### config.mk
export PLATFORM = sky130hd
export DESIGN_NAME = pipe_ctrl_flat
export DESIGN_NICKNAME = d
export VERILOG_FILES = /design/src/rtl/pipe_ctrl_if.sv /design/src/rtl/pipe_ctrl.sv /design/src/flat_wrapper.sv
export SDC_FILE = /design/constraint.sdc
export NUM_CORES = 1
export LEC_CHECK = 0
export CAP_MARGIN = 40
export CORE_ASPECT_RATIO = 1.5
export CORE_MARGIN = 1
export CORE_UTILIZATION = 53
export CTS_BUF_LIST = sky130_fd_sc_hd__clkbuf_16
export CTS_CLUSTER_DIAMETER = 80
export DETAILED_ROUTE_END_ITERATION = 10
export PLACE_DENSITY = 0.86
export SLEW_MARGIN = 0
export SYNTH_ARGS = -nofsm -noshare
export SYNTH_HDL_FRONTEND = slang
export SYNTH_SLANG_ARGS = --single-unit
### constraint.sdc
create_clock -name clk -period 4.1 [get_ports clk]
set_input_delay 0.615 -clock clk [delete_from_list [all_inputs] [get_ports clk]]
set_output_delay 0.615 -clock clk [all_outputs]
set_load 0.02 [all_outputs]
### src/rtl/pipe_ctrl_if.sv
`default_nettype none
// ============================================================================
// Module      : pipe_ctrl_if
// Description : Signal bundle between the pipeline/debug front end and the
//               pipeline controller.
//               master : drives debug commands, breakpoint writes and the
//                        hazard inputs (IF PC, ID sources, EX load/redirect);
//                        receives the stall/flush/freeze controls, FSM state,
//                        breakpoint-hit flag and the cycle/stall counters.
//               slave  : the controller side (pipe_ctrl).
// Revision    : 1.0 - initial release
// ============================================================================
interface pipe_ctrl_if;
    logic        dbg_run;
    logic        dbg_step;
    logic        dbg_halt;
    logic        bp_we;
    logic        bp_idx;
    logic [31:0] bp_addr;
    logic        bp_valid;
    logic [31:0] if_pc;
    logic [4:0]  id_rs1;
    logic [4:0]  id_rs2;
    logic        id_use_rs1;
    logic        id_use_rs2;
    logic        ex_mem_read;
    logic [4:0]  ex_rd;
    logic        br_jal_success;
    logic        alu_to_pc;
    logic        stall_if;
    logic        stall_id;
    logic        flush_id;
    logic        flush_ex;
    logic        freeze;
    logic [1:0]  state;
    logic        bp_hit;
    logic [31:0] cycle_cnt;
    logic [31:0] stall_cnt;

    modport master (
        output dbg_run, dbg_step, dbg_halt,
        output bp_we, bp_idx, bp_addr, bp_valid,
        output if_pc, id_rs1, id_rs2, id_use_rs1, id_use_rs2,
        output ex_mem_read, ex_rd, br_jal_success, alu_to_pc,
        input  stall_if, stall_id, flush_id, flush_ex, freeze,
        input  state, bp_hit, cycle_cnt, stall_cnt
    );

    modport slave (
        input  dbg_run, dbg_step, dbg_halt,
        input  bp_we, bp_idx, bp_addr, bp_valid,
        input  if_pc, id_rs1, id_rs2, id_use_rs1, id_use_rs2,
        input  ex_mem_read, ex_rd, br_jal_success, alu_to_pc,
        output stall_if, stall_id, flush_id, flush_ex, freeze,
        output state, bp_hit, cycle_cnt, stall_cnt
    );
endinterface
`default_nettype wire

### src/rtl/pipe_ctrl.sv
`default_nettype none
// ============================================================================
// Module      : pipe_ctrl
// Description : Pipeline hazard and debug controller. A HALT/RUN/STEP debug
//               FSM with two PC breakpoints gates the pipeline; when enabled,
//               EX redirects flush IF/ID and ID/EX, and load-use hazards stall
//               IF/ID for one cycle while bubbling ID/EX.
//               Ports: clk  - clock, rising edge
//                      rstn - asynchronous active-low reset
//                      bus  - pipe_ctrl_if.slave (commands, hazard inputs,
//                             pipeline controls, state and counters)
// Revision    : 1.0 - initial release
// ============================================================================
module pipe_ctrl (
    input  logic        clk,
    input  logic        rstn,
    pipe_ctrl_if.slave  bus
);

    localparam logic [1:0] c_st_halt = 2'd0;
    localparam logic [1:0] c_st_run  = 2'd1;
    localparam logic [1:0] c_st_step = 2'd2;
    localparam int         c_num_bp  = 2;

    logic [1:0]                  state_q, state_d;
    logic                        bp_skip_q, bp_skip_d;
    logic                        bp_hit_q, bp_hit_d;
    logic [c_num_bp-1:0]         bp_valid_q, bp_valid_d;
    logic [c_num_bp-1:0][31:0]   bp_addr_q, bp_addr_d;
    logic [31:0]                 cycle_cnt_q, cycle_cnt_d;
    logic [31:0]                 stall_cnt_q, stall_cnt_d;

    logic [c_num_bp-1:0]         w_bp_match;
    logic                        w_bp_hit;
    logic                        w_load_use;
    logic                        w_redirect;
    logic                        w_pipe_en;
    logic                        w_stall_apply;

    // Compare against the registered entries, so a write on this cycle
    // only affects comparisons from the next cycle onward.
    for (genvar i = 0; i < c_num_bp; i++) begin : g_bp_match
        assign w_bp_match[i] = bp_valid_q[i] && (bus.if_pc == bp_addr_q[i]);
    end

    // bp_skip lets a resume from a breakpoint PC execute past it.
    assign w_bp_hit   = (state_q == c_st_run) && !bp_skip_q && (|w_bp_match);
    assign w_load_use = bus.ex_mem_read && (bus.ex_rd != 5'd0) &&
                        ((bus.id_use_rs1 && (bus.id_rs1 == bus.ex_rd)) ||
                         (bus.id_use_rs2 && (bus.id_rs2 == bus.ex_rd)));
    assign w_redirect = bus.br_jal_success || bus.alu_to_pc;

    // ---------------- FSM: state register ----------------
    always_ff @(posedge clk or negedge rstn) begin
        if (!rstn) begin
            state_q <= c_st_halt;
        end else begin
            state_q <= state_d;
        end
    end

    // ---------------- FSM: next state ----------------
    always_comb begin
        state_d = state_q;
        case (state_q)
            c_st_halt: begin
                if (bus.dbg_step)     state_d = c_st_step;
                else if (bus.dbg_run) state_d = c_st_run;
            end
            c_st_run: begin
                if (bus.dbg_halt || w_bp_hit) state_d = c_st_halt;
            end
            c_st_step: state_d = c_st_halt;
            default:   state_d = c_st_halt;
        endcase
    end

    // ---------------- FSM: outputs ----------------
    always_comb begin
        w_pipe_en = (state_q == c_st_step) ||
                    ((state_q == c_st_run) && !bus.dbg_halt && !w_bp_hit);
        w_stall_apply = 1'b0;
        bus.freeze    = 1'b0;
        bus.stall_if  = 1'b0;
        bus.stall_id  = 1'b0;
        bus.flush_id  = 1'b0;
        bus.flush_ex  = 1'b0;
        if (!w_pipe_en) begin
            bus.freeze   = 1'b1;
            bus.stall_if = 1'b1;
            bus.stall_id = 1'b1;
        end else if (w_redirect) begin
            // Redirect wins: the stalled instruction is on the wrong path.
            bus.flush_id = 1'b1;
            bus.flush_ex = 1'b1;
        end else if (w_load_use) begin
            w_stall_apply = 1'b1;
            bus.stall_if  = 1'b1;
            bus.stall_id  = 1'b1;
            bus.flush_ex  = 1'b1;
        end
        bus.state     = state_q;
        bus.bp_hit    = bp_hit_q;
        bus.cycle_cnt = cycle_cnt_q;
        bus.stall_cnt = stall_cnt_q;
    end

    // ---------------- Debug flags, breakpoints, counters ----------------
    always_comb begin
        bp_skip_d = (state_q == c_st_halt) && !bus.dbg_step && bus.dbg_run;

        bp_hit_d = bp_hit_q;
        if (w_bp_hit) begin
            bp_hit_d = 1'b1;
        end else if ((state_q == c_st_halt) && (state_d != c_st_halt)) begin
            bp_hit_d = 1'b0;
        end

        bp_valid_d = bp_valid_q;
        bp_addr_d  = bp_addr_q;
        if (bus.bp_we) begin
            bp_valid_d[bus.bp_idx] = bus.bp_valid;
            bp_addr_d[bus.bp_idx]  = bus.bp_addr;
        end

        cycle_cnt_d = cycle_cnt_q + {31'd0, w_pipe_en};
        stall_cnt_d = stall_cnt_q + {31'd0, w_stall_apply};
    end

    always_ff @(posedge clk or negedge rstn) begin
        if (!rstn) begin
            bp_skip_q   <= 1'b0;
            bp_hit_q    <= 1'b0;
            bp_valid_q  <= '0;
            bp_addr_q   <= '0;
            cycle_cnt_q <= 32'd0;
            stall_cnt_q <= 32'd0;
        end else begin
            bp_skip_q   <= bp_skip_d;
            bp_hit_q    <= bp_hit_d;
            bp_valid_q  <= bp_valid_d;
            bp_addr_q   <= bp_addr_d;
            cycle_cnt_q <= cycle_cnt_d;
            stall_cnt_q <= stall_cnt_d;
        end
    end

endmodule
`default_nettype wire
### src/flat_wrapper.sv
// flat-port wrapper written by rule: the top's interface ports become plain ports
module pipe_ctrl_flat 
  (clk, rstn, bus_dbg_run, bus_dbg_step, bus_dbg_halt, bus_bp_we, bus_bp_idx, bus_bp_addr, bus_bp_valid, bus_if_pc, bus_id_rs1, bus_id_rs2, bus_id_use_rs1, bus_id_use_rs2, bus_ex_mem_read, bus_ex_rd, bus_br_jal_success, bus_alu_to_pc, bus_stall_if, bus_stall_id, bus_flush_id, bus_flush_ex, bus_freeze, bus_state, bus_bp_hit, bus_cycle_cnt, bus_stall_cnt);
  pipe_ctrl_if bus_i ();
  input  logic clk;
  input  logic rstn;
  input wire logic [$bits(bus_i.dbg_run)-1:0] bus_dbg_run;
  input wire logic [$bits(bus_i.dbg_step)-1:0] bus_dbg_step;
  input wire logic [$bits(bus_i.dbg_halt)-1:0] bus_dbg_halt;
  input wire logic [$bits(bus_i.bp_we)-1:0] bus_bp_we;
  input wire logic [$bits(bus_i.bp_idx)-1:0] bus_bp_idx;
  input wire logic [$bits(bus_i.bp_addr)-1:0] bus_bp_addr;
  input wire logic [$bits(bus_i.bp_valid)-1:0] bus_bp_valid;
  input wire logic [$bits(bus_i.if_pc)-1:0] bus_if_pc;
  input wire logic [$bits(bus_i.id_rs1)-1:0] bus_id_rs1;
  input wire logic [$bits(bus_i.id_rs2)-1:0] bus_id_rs2;
  input wire logic [$bits(bus_i.id_use_rs1)-1:0] bus_id_use_rs1;
  input wire logic [$bits(bus_i.id_use_rs2)-1:0] bus_id_use_rs2;
  input wire logic [$bits(bus_i.ex_mem_read)-1:0] bus_ex_mem_read;
  input wire logic [$bits(bus_i.ex_rd)-1:0] bus_ex_rd;
  input wire logic [$bits(bus_i.br_jal_success)-1:0] bus_br_jal_success;
  input wire logic [$bits(bus_i.alu_to_pc)-1:0] bus_alu_to_pc;
  output wire logic [$bits(bus_i.stall_if)-1:0] bus_stall_if;
  output wire logic [$bits(bus_i.stall_id)-1:0] bus_stall_id;
  output wire logic [$bits(bus_i.flush_id)-1:0] bus_flush_id;
  output wire logic [$bits(bus_i.flush_ex)-1:0] bus_flush_ex;
  output wire logic [$bits(bus_i.freeze)-1:0] bus_freeze;
  output wire logic [$bits(bus_i.state)-1:0] bus_state;
  output wire logic [$bits(bus_i.bp_hit)-1:0] bus_bp_hit;
  output wire logic [$bits(bus_i.cycle_cnt)-1:0] bus_cycle_cnt;
  output wire logic [$bits(bus_i.stall_cnt)-1:0] bus_stall_cnt;
  assign bus_i.dbg_run = bus_dbg_run;
  assign bus_i.dbg_step = bus_dbg_step;
  assign bus_i.dbg_halt = bus_dbg_halt;
  assign bus_i.bp_we = bus_bp_we;
  assign bus_i.bp_idx = bus_bp_idx;
  assign bus_i.bp_addr = bus_bp_addr;
  assign bus_i.bp_valid = bus_bp_valid;
  assign bus_i.if_pc = bus_if_pc;
  assign bus_i.id_rs1 = bus_id_rs1;
  assign bus_i.id_rs2 = bus_id_rs2;
  assign bus_i.id_use_rs1 = bus_id_use_rs1;
  assign bus_i.id_use_rs2 = bus_id_use_rs2;
  assign bus_i.ex_mem_read = bus_ex_mem_read;
  assign bus_i.ex_rd = bus_ex_rd;
  assign bus_i.br_jal_success = bus_br_jal_success;
  assign bus_i.alu_to_pc = bus_alu_to_pc;
  assign bus_stall_if = bus_i.stall_if;
  assign bus_stall_id = bus_i.stall_id;
  assign bus_flush_id = bus_i.flush_id;
  assign bus_flush_ex = bus_i.flush_ex;
  assign bus_freeze = bus_i.freeze;
  assign bus_state = bus_i.state;
  assign bus_bp_hit = bus_i.bp_hit;
  assign bus_cycle_cnt = bus_i.cycle_cnt;
  assign bus_stall_cnt = bus_i.stall_cnt;
  pipe_ctrl u_core (.clk(clk), .rstn(rstn), .bus(bus_i));
endmodule
Yosys cells after proc, flatten, opt, wreduce, memory -nomap -nowiden --
Index checks and enable logic that the tools add are counted.
Operators by class: divide/modulo/power cells 0, multiply operators 0, equality and inequality tests 6, mux-type cells 21, $add $sub $neg 2, shift-type cells 0, $lt $le $gt $ge 2, reductions and logical operators 27, bitwise logic cells 0
Operators by type and width (number):
- adder 32 x 1 -> 32 bit | 2
- bitwise mux 64 bit | 1
- == test 32 bit | 2
- demux 32 bit (select 1 bit) | 1
- 2-to-1 mux 32 bit | 1
- logical AND 1 bit | 14
- 2-to-1 mux 1 bit | 12
- == test 5 bit | 2
- 2-to-1 mux 2 bit | 3
- nonzero test 5 bit | 1
- zero test 1 bit | 4
- logical OR 1 bit | 4
- one-hot mux 2 bit (2 select lines) | 1
- nonzero test 2 bit | 2
- bitwise mux 2 bit | 1
- == test 2 x 1 -> 1 bit, second input constant | 1
- == test 2 bit, second input constant | 1
- zero test 2 bit | 1
- < comparator 1 x 2 -> 1 bit, second input constant | 1
- OR reduction 2 bit | 1
- demux 1 bit (select 1 bit) | 1
- greater-or-equal comparator 1 bit, second input constant | 1
Word-level totals: bits in latches 0, bits of input ports 92, memory bits (read-only) 0, output and inout bits 72, register bits after elaboration 134, memory bits (writable) 0, memories 0

Logic depth before layout (Yosys ltp) --
depth after elaboration 11, gate-level depth with buffers 13

Worst setup path before layout --
No wires, ideal clock.
kind input-to-reg, start input port bus_if_pc[21], end register u_core.stall_cnt_q[12], in the netlist u_core.bus.stall_cnt[12], slack 1204 ps, arrival time 2764 ps, stages on the path 13, required time 3968 ps, setup time 132 ps, cells stage by stage xor2_1 nor4_1 nand4_1 nor4_1 nand4b_2 a21oi_1 ha_1 ha_1 and3_2 and2_1 clkbuf_1 nand3_1 xnor2_1
Between the ends: longest elaborated chain between the ends 9, elaborated cells on any way between the ends 11, those cells by class add/sub (1); eq/ne (2); mux (1); reduce/logical (7)
Ends and longest elaborated chain:
- start, declared | line flat_wrapper.sv:14 | input wire logic [$bits(bus_i.if_pc)-1:0] bus_if_pc;
- == test 32 bit | line pipe_ctrl.sv:43 | assign w_bp_match[i] = bp_valid_q[i] && (bus.if_pc == bp_addr_q[i]);
- logical AND 1 bit | line pipe_ctrl.sv:43
- OR reduction 2 bit (*) | line pipe_ctrl.sv:47 | assign w_bp_hit = (state_q == c_st_run) && !bp_skip_q && (|w_bp_match);
- logical AND 1 bit (*) | line pipe_ctrl.sv:47
- zero test 1 bit (*) | line pipe_ctrl.sv:81 | ((state_q == c_st_run) && !bus.dbg_halt && !w_bp_hit);
- logical AND 1 bit (*) | line pipe_ctrl.sv:81
- logical OR 1 bit (*) | line pipe_ctrl.sv:80 | w_pipe_en = (state_q == c_st_step) ||
- 2-to-1 mux 1 bit (*) | line pipe_ctrl.sv:88 | if (!w_pipe_en) begin
- adder 32 x 1 -> 32 bit (*) | line pipe_ctrl.sv:127 | stall_cnt_d = stall_cnt_q + {31'd0, w_stall_apply};
- named net u_core.stall_cnt_d[12] | line pipe_ctrl.sv:31 | logic [31:0] stall_cnt_q, stall_cnt_d;
- end signal, assigned | line pipe_ctrl.sv:144 | stall_cnt_q <= stall_cnt_d;
- end, declared | line pipe_ctrl.sv:31
Mark *: on every way through the listed nets, which the timed path passes. The rest lies on a longest branch. A chain may end at the register's enable or synchronous reset.

Worst setup path after layout --
start input port bus_if_pc[11], end output port bus_stall_if
Between the ends: longest elaborated chain between the ends 8, elaborated cells on any way between the ends 10, those cells by class eq/ne (2); mux (1); reduce/logical (7)
Ends and longest elaborated chain:
- == test 32 bit | line pipe_ctrl.sv:43
- logical AND 1 bit | line pipe_ctrl.sv:43
- OR reduction 2 bit (*) | line pipe_ctrl.sv:47
- logical AND 1 bit (*) | line pipe_ctrl.sv:47
- zero test 1 bit (*) | line pipe_ctrl.sv:81
- logical AND 1 bit (*) | line pipe_ctrl.sv:81
- logical OR 1 bit (*) | line pipe_ctrl.sv:80
- 2-to-1 mux 1 bit (*) | line pipe_ctrl.sv:88
- end, declared | line flat_wrapper.sv:23 | output wire logic [$bits(bus_i.stall_if)-1:0] bus_stall_if;
Mark *: on every way between the ends. The rest lies on a longest branch, timed or not.

==> results.ini <==
[clock_tree]
cts_sinks = 134
clockBufferDepth = 2
cts_max_level = 4
cts_tree = built
cts_hold_buf = 0
numCtsBuffers = 17
cts-root-buf = clkbuf_16
clk_latency_ns = 0.41
cts.clk_slew.worst_paths_ns = 0.06

[synthesis]
synth_top_area_share_pct = 53.2
synth_xor_area_share_pct = 18.6
synth.distinct_cells = 43
synth_mux_area_share_pct = 11.8
synthAdderAreaFrac_pct = 0.794
synth_area_sq_um = 6310
synth_top_family_by_area = XOR/XNOR gates
yosysWarnings = 0
syn_nets = 599
ys_top_cells_by_area = dfrtp_1 (53%), mux2_2 (12%), xnor2_1 (11%), xor2_1 (7.9%), nand2_1 (1.8%)
synth_seq_area_share_pct = 53.2
synth-compound-area-share_pct = 0.675
synth_edf_count = 0
synth-seq-cells = 134
synth_simple_gate_area_share_pct = 14.1
synthFlopType = dfrtp_1
synth-async-reset-ratio_pct = 100
synth_area_leader_cell = dfrtp_1
syn_area_per_cell_sq_um = 12.5
syn_inst = 503

[layout]
nNetsFinal = 774
fillCellCount = 775
drive_gt1_share_pct = 17.5
final_area_sq_um = 8660
antenna_cells = 0
final_cells = 840
area_growth_pct = 37.4

[place]
post-place-ws_ns = 0.0430
gp_congestion = 0.845
dp_hpwl_um = 10600
place_inst = 809
place_area_sq_um = 8120
numPortBuffers = 163

[status]
status = finished clean

[global_route]
grt_pass1_vias = 4821
grt_usage_pct = 24.8
antenna_found_initial = 0
grt_max_degree = 88
grt_pass1_wl_um = 23500
grt_overflow_total = 0

[timing]
fin_tns_setup_ns = 0
drv_slew = 0
min_period_over_period_pct = 96.0
fin_skew_ns = 0.0101
rsz0062_at_grt = false
tightest_slew_ns = 0.608
slew-limit-headroom_pct = 59.5
hold_violations = 0
setup_viol_count_final = 0
final.setup.worst_slack_ns = 0.165
layout_min_cycle_time_ns = 3.93
fmaxAchievable_mhz = 254

[detailed_routing]
antenna_left = 0
drcViolationCount = 0
wl_um = 14400
dr.pass1.iters = 4
drt_iter0_drc = 171
via_count = 4421
wl_per_cell_um = 17.1
viasPerCell = 5.26

[pwr]
peakVddDrop_mv = 0.260
p_leak_nw = 3.64
total_power_mw = 3.55
power_density_nw_per_um2 = 410

[worst_setup_path]
crit_arrival_ns = 3.32
cp-start-kind = input pin
critical_path_class = in2out
path_max_fanout = 7
endpoint_kind = output pin
worstPathRequired_ns = 3.48

[min_path]
hold_class = in2async

[floorplan]
rows = 48
core-area_sq_um = 11500
dieHeight_um = 136
die-area_sq_um = 12300
die_w_um = 91.1
boundaryPins = 164
start_util_pct = 54.7

[run]
cap_violations = 0

-- critical path, stage by stage --
cell and delay (ns):
clkdlybuf4s50_1 0.46, xor2_1 0.16, nor4_1 0.40, nand3_1 0.19, nor4_2 0.39, nand4b_2 0.28
a22o_1 0.20, clkdlybuf4s50_1 0.61
-- flip-flops by register name, summed over array words and instances, names as in the netlist --
name,flops
u_core.bp_addr_q,64
u_core.bus.cycle_cnt,32
u_core.bus.stall_cnt,32
u_core.bp_valid_q,2
u_core.bus.state,2
u_core.bp_skip_q,1
u_core.bus.bp_hit,1
-- logic make-up after synthesis --
family | count (synthesis)
xor+xnor | 134
simple gates | 146
compound gates | 7
fa+ha+maj | 4
flops | 134
buf+inv | 12
mux | 66
-- through the flow --
step | hold WS [ns] | util [%]
CTS | 0.227 | 75.1
detailed placement | 0.456 | 70.4
finish | 0.216 | 75.1
global placement | 0.460 | 70.4
floorplan | 0.319 | -
global route | 0.259 | 75.1
-- synthesized netlist by cell type, types with 2 or more instances --
| library cell | instances |
|---|---|
| a21oi_1 | 4 |
| and2_1 | 3 |
| and3_1 | 9 |
| and3_4 | 3 |
| and4_1 | 3 |
| and4_2 | 2 |
| buf_1 | 3 |
| buf_2 | 3 |
| clkbuf_1 | 3 |
| dfrtp_1 | 134 |
| ha_1 | 4 |
| inv_1 | 2 |
| mux2_2 | 66 |
| nand2_1 | 31 |
| nand2b_1 | 2 |
| nand3_1 | 20 |
| nand3_2 | 4 |
| nand3b_1 | 2 |
| nand4_1 | 17 |
| nor2_1 | 16 |
| nor2b_1 | 2 |
| nor3_1 | 4 |
| nor3b_1 | 2 |
| nor4_1 | 13 |
| xnor2_1 | 77 |
| xor2_1 | 57 |
-- routing by layer --
metal  up-vias  GRT usage (%)  share of wire (%)
met5         -              0                  0
met3        26           5.39                4.0
li1       2087              -                  -
met1      2177           27.4                 38
met2       131           45.6                 55
met4         0           10.8                2.8
-- timing repair --
item                       in CTS  in global routing
resized for setup               0                  1
setup endpoints to repair       0                  2
setup buffers                   0                  0
-- worst paths after layout --
kind | cells after the start | slack, ns | end | from
worst max-delay path | 8 | 0.17 | bus_stall_if | bus_if_pc[11]
worst min-delay path | 1 | 0.22 | u_core.bp_addr_q[57] | rstn
worst max register to register | 12 | 0.90 | u_core.bus.stall_cnt[14] | u_core.bp_addr_q[9]
worst min register to register | 1 | 0.47 | u_core.bus.stall_cnt[31] | u_core.bus.stall_cnt[31]
max in group asynchronous | 2 | 3.01 | u_core.bp_valid_q[0] | rstn
min in group clk | 1 | 0.47 | u_core.bus.stall_cnt[31] | u_core.bus.stall_cnt[31]
-- area by class of cell --
type                       count  area (sq um)  area share, %
sequential                   134          3350           38.7
inverter                       2          7.51         0.0867
timing repair buffer         166          1660           19.2
tap                          150           188           2.17
clock inverter                14           115           1.33
multi-input combinational    357          2910           33.6
clock buffer                  17           425           4.91
-- report_power, final --
group,switching [mW],internal [mW],total (mW)
combinational,0.263,0.335,0.597
clock,0.560,0.821,1.38
sequential,0.115,1.46,1.57
-- placed cells by master, fill, tap and decap left out, drive strengths merged, types with 4 or more instances in the layout --
| master | instances |
|---|---|
| clkinv | 6 |
| clkbuf | 17 |
| clkinvlp | 6 |
| nand3 | 25 |
| nand4 | 19 |
| xor2 | 57 |
| and4 | 5 |
| a21oi | 4 |
| nor4 | 14 |
| ha | 4 |
| mux2 | 66 |
| clkdlybuf4s50 | 162 |
| xnor2 | 77 |
| buf | 4 |
| nand2 | 31 |
| and2 | 4 |
| dfrtp | 134 |
| and3 | 13 |
| nor3 | 5 |
| nor2 | 17 |
Note: power is estimated with default switching activity, not from simulation.
